$ cat src/rtl/serial_addsub.sv
// Bit-serial two's-complement adder/subtractor: one full adder reused LSB-first
// over WIDTH cycles, with parallel result, carry-out and signed overflow.

module serial_addsub_fa (
    input  logic x,
    input  logic y,
    input  logic ci,
    output logic s,
    output logic co
);
    assign s  = x ^ y ^ ci;
    assign co = (x & y) | (x & ci) | (y & ci);
endmodule

module serial_addsub #(
    parameter int WIDTH = 8
) (
    input  logic             clk,
    input  logic             rst,
    input  logic             start,
    input  logic             mode,
    input  logic [WIDTH-1:0] a,
    input  logic [WIDTH-1:0] b,
    input  logic             cin,
    output logic             busy,
    output logic             done,
    output logic             ser_sum,
    output logic             ser_valid,
    output logic [WIDTH-1:0] result,
    output logic             cout,
    output logic             overflow
);
    localparam int CW = $clog2(WIDTH + 1);

    typedef enum logic [1:0] {IDLE, RUN, DONE} state_t;

    state_t           state;
    logic [WIDTH-1:0] sh_a;
    logic [WIDTH-1:0] sh_b;
    logic             carry;
    logic [CW-1:0]    cnt;
    logic             fa_s;
    logic             fa_c;
    logic             last;

    serial_addsub_fa u_fa (
        .x  (sh_a[0]),
        .y  (sh_b[0]),
        .ci (carry),
        .s  (fa_s),
        .co (fa_c)
    );

    assign last      = (cnt == CW'(WIDTH - 1));
    // busy is high exactly in RUN, so it doubles as the serial-bit qualifier
    assign ser_valid = busy;
    assign ser_sum   = busy & fa_s;

    always_ff @(posedge clk) begin
        if (rst) begin
            state    <= IDLE;
            busy     <= 1'b0;
            done     <= 1'b0;
            sh_a     <= '0;
            sh_b     <= '0;
            carry    <= 1'b0;
            cnt      <= '0;
            result   <= '0;
            cout     <= 1'b0;
            overflow <= 1'b0;
        end else begin
            case (state)
                IDLE, DONE: begin
                    done <= 1'b0;
                    if (start) begin
                        // subtract as a + ~b + ~borrow: invert b and the carry-in
                        sh_a  <= a;
                        sh_b  <= mode ? ~b : b;
                        carry <= cin ^ mode;
                        cnt   <= '0;
                        busy  <= 1'b1;
                        state <= RUN;
                    end else begin
                        state <= IDLE;
                    end
                end
                RUN: begin
                    result <= {fa_s, result[WIDTH-1:1]};
                    sh_a   <= sh_a >> 1;
                    sh_b   <= sh_b >> 1;
                    carry  <= fa_c;
                    cnt    <= cnt + CW'(1);
                    if (last) begin
                        // carry still holds the carry into the MSB here
                        cout     <= fa_c;
                        overflow <= carry ^ fa_c;
                        busy     <= 1'b0;
                        done     <= 1'b1;
                        state    <= DONE;
                    end
                end
                default: begin
                    busy  <= 1'b0;
                    done  <= 1'b0;
                    state <= IDLE;
                end
            endcase
        end
    end
endmodule

$ cat config.mk
export PLATFORM = sky130hd
export DESIGN_NAME = serial_addsub
export DESIGN_NICKNAME = d
export VERILOG_FILES = /design/src/rtl/serial_addsub.sv
export SDC_FILE = /design/constraint.sdc
export NUM_CORES = 1
export LEC_CHECK = 0
export CAP_MARGIN = 20
export CORE_MARGIN = 5
export CORE_UTILIZATION = 35
export DETAILED_ROUTE_END_ITERATION = 8
export PLACE_DENSITY = 0.57
export SYNTH_ARGS = -nofsm -noshare
export SYNTH_HDL_FRONTEND = slang
export SYNTH_SLANG_ARGS = --single-unit
$ cat constraint.sdc
create_clock -name clk -period 2.6 [get_ports clk]
set_input_delay 0.39 -clock clk [delete_from_list [all_inputs] [get_ports clk]]
set_output_delay 0.39 -clock clk [all_outputs]
set_load 0.05 [all_outputs]
==> summary by stage <==
Layout
The most common cell after layout, fill and taps aside is sky130_fd_sc_hd__dfxtp_1. Cells with a size suffix above 1 make up 7.88% of the layout. The area growth from synthesis to layout is 29.8%. The count of fill cells added during filler insertion is 418.

The library cells used most frequently in the layout, excluding fill and tap cells, are 35 x sky130_fd_sc_hd__dfxtp_1, 34 x sky130_fd_sc_hd__clkdlybuf4s50_1, 30 x sky130_fd_sc_hd__a21oi_1. The share of the core filled with cells is 45.9%. 0 antenna diodes ended up in the layout.

The net count of the finished layout is 225.

Global routing
The initial antenna violation count is 0. The first global-routing pass estimated 5.89 mm of wire. For this run the aggregate overflow at the end of global routing stands at 0. The largest net degree at the start of global routing is 21. Global routing consumed, over all layers together, 12.5% of the routing resources. The via count of the first global-routing pass came to 1318.

Power
The internal portion of the total power is 0.000883 W. After layout, the design draws a total of 0.00119 W. Sequential cells account for 48.7% of the total power. The fraction of power consumed by the clock network is 35.8%. The switching power as a share of total power is 25.7%.

The fraction of power consumed by combinational cells is 15.5%. Summed over all nets, the switching power comes to 0.000306 W. The cell area power density is 602 nW/um^2. IR analysis of the VDD net gives a maximum drop of 0.313 mV.

The analysis attributes to cell leakage a power of 0.699 nW.

Routing
The per-cell routed wire length is 13.9 um. The via count normalized by instance count is 5.33. The iteration-0 DRC count of the detailed router is 72. The residual antenna-violating net count after detailed routing is 0. For this run, design rule violations remaining after detail routing come to 0. For this block, the via count after detailed routing is 1359. The total wire length after detailed routing is 3.54 mm. Before antenna repair, the detailed router went through 4 iterations.

Clock tree
The later-pin clock latency in the skew report is 0.28 ns. The clock passes through at most 2 buffers. The TritonCTS clock tree is done. The number of gates resized after cts is 0. The total number of H-tree levels is 2.

The number of sinks handled by clock tree synthesis is 35. Clock-pin slew was measured on the worst setup and hold paths at 0.07 ns. In this run the post-CTS setup repair buffer count came out at 0. The root buffer cell chosen for the clock tree is sky130_fd_sc_hd__clkbuf_8. The post-cts hold buffer count is 0. The CTS buffer count is 5.

Floorplanning
In this run the horizontal extent of the chip is 75.9 um. The starting utilization of the core area is 35.4%. The area of the core region is 4290 sq um. The die covers 5760 sq um. From bottom edge to top edge, the die measures 75.9 um. The floorplan has 24 rows. 35 I/O pins were placed.

Worst setup path
The kind of launch point of the worst setup path is a flip-flop. Together, buffers and inverters on the worst path number 1. In this run the critical register-to-register path is launched from state[0]. STA classifies the critical path endpoint as an output pin. Traced cell by cell, the critical path runs through fa_1, and2_1, clkdlybuf4s50_1. Of all nets on the critical path, the largest fanout is 3. Tracing the worst setup path back leads to its startpoint at carry. The critical path class is flip-flop to output pin. The category of cells accounting for the largest share of critical-path delay is buffers and inverters. The data arrival time of the critical path is 2.13 ns. The worst reg2reg path endpoint is sh_a[0].

Counting cells, the worst reg-to-reg path comes to 4. At the worst endpoint, the required time is 2.21 ns. In this design, the stage delay of the slowest critical-path cell is 0.80 ns. The critical-path cell with the highest stage delay is sky130_fd_sc_hd__clkdlybuf4s50_1.

In this run the register-to-register setup slack is 0.97 ns.

Flow run
The number of max-capacitance violations reported is 0.

STA
The total count of hold-check failures in the final report is 0. Setup repair after global routing left no endpoint under its margin. The worst-margin pin slew is 0.746 ns.

The minimum clock period is 2.52 ns. The final number of max-transition violations is 0. In the post-route analysis, the smallest setup slack over all paths is 0.0839 ns. The worst hold slack after final layout is 0.471 ns. The worst pin sits at a relative slew slack of 50.3%. Static timing analysis puts the maximum clock frequency at 0.397 GHz. Setup violations remaining at the end of the flow were counted as 0. On the final layout, the worst clock skew is 0.00583 ns.

Adding up every negative setup slack in the final design gives 0 ns. Of the available clock period, the critical path in the final layout requires 96.8%.

Logic synthesis
The number of warnings issued by yosys is 0. Synthesis produced 173 cells. After synthesis, flip-flops and latches occupy 46.1% of the total area. The netlist uses 30 different library cells.

The cell accounting for the most synthesized area is sky130_fd_sc_hd__dfxtp_1. The number of storage elements in the synthesis netlist is 35. The synthesized netlist occupies a cell area of 1520 sq um. By area the synthesized netlist is led by sky130_fd_sc_hd__dfxtp_1 46%, sky130_fd_sc_hd__a21oi_1 9.9%, sky130_fd_sc_hd__a22oi_1 7.4%, sky130_fd_sc_hd__nand3_1 6.3%, sky130_fd_sc_hd__xor2_1 5.2%.

The number of nets in the synthesized netlist is 196. The average footprint of a synthesized cell is 8.79 sq um. The share of the synthesized area in the top cell type is 46.1%.

Hold path
The hold-critical path endpoint is done. The worst hold path passes through 2 cells. The startpoint identified for the worst hold timing path is done.

The class of the tightest hold or removal check is flip-flop to flip-flop.

Outcome
The flow ran to the end, and the final reports show no timing, DRC or antenna violations.

Place
The quantity of I/O buffers inserted on ports is 34. The congestion estimate from routability-driven global placement came to 0.748. The worst setup slack before clock tree synthesis is 0.375 ns. After legalization and detailed placement, the total HPWL measured 2.43 mm.
[sequential cells by signal (all words and copies together) (netlist names)]
register	count
cout	1
result	8
carry	1
done	1
busy	1
sh_a	8
sh_b	8
overflow	1
cnt	4
state	2
[metrics by stage]
| step | instance area [sq um] | cells |
|---|---|---|
| floorplan | 1520 | 173 |
| global placement | 1870 | 247 |
| detailed placement | 1870 | 247 |
| CTS | 1970 | 255 |
| global route | 1970 | 255 |
| finish | 1970 | 255 |
[cell families after synthesis]
group	share of synthesized area, %
compound gates	20.3
xor+xnor	5.76
fa+ha+maj	2.14
buf+inv	6.42
flops	46.1
mux	1.73
simple gates	17.5
[worst max path at each step]
stage          endpoint  cells past startpoint
2_1_floorplan   ser_sum                      2
3_3_place_gp    ser_sum                      3
3_5_place_dp    ser_sum                      3
4_1_cts         ser_sum                      3
5_1_grt         ser_sum                      3
6_report        ser_sum                      3
[power by group through the flow]
stage	sequential [W]	combinational [W]	clock (W)
final	0.000579	0.000185	0.000425
after global routing	0.000582	0.000202	0.000464
after CTS	0.000579	0.000185	0.000439
after detailed placement	0.000591	0.000184	0
after global placement	0.000589	0.000180	0
after floorplan	0.000597	0.000115	0
[tightest hold or removal path, stage by stage (launching register included)]
cell and delay [ns]:
sky130_fd_sc_hd__dfxtp_1 0.31, sky130_fd_sc_hd__inv_1 0.06, sky130_fd_sc_hd__a211oi_1 0.06
[layout make-up]
class,count,area [sq um],area share [%]
Inverter,2,7.51,0.380
Clock buffer,8,100,5.07
Tap cell,52,65.1,3.30
Sequential cell,35,701,35.5
Timing Repair Buffer,39,378,19.2
Multi-Input combinational cell,119,722,36.6
[cells in the mapped netlist, drive strengths merged]
| cell type | count |
|---|---|
| a211oi | 3 |
| a21oi | 30 |
| a22oi | 15 |
| and2 | 1 |
| and2b | 2 |
| buf | 14 |
| clkbuf | 3 |
| dfxtp | 35 |
| fa | 1 |
| ha | 1 |
| inv | 2 |
| mux2 | 2 |
| nand2 | 19 |
| nand2b | 4 |
| nand3 | 19 |
| nand3b | 1 |
| nand4 | 1 |
| nor2 | 3 |
| nor2b | 1 |
| nor3 | 1 |
| nor3b | 1 |
| o21ai | 2 |
| o41ai | 1 |
| or3 | 1 |
| xnor2 | 1 |
| xor2 | 9 |
[layer usage]
layer	up-vias	wire length [um]	track usage, %
li1	660	-	-
met1	655	1580	14.7
met2	40	1720	20.0
met3	4	197	5.09
met4	0	40	4.80
met5	-	0	0
Power figures use the tool's default switching activity.
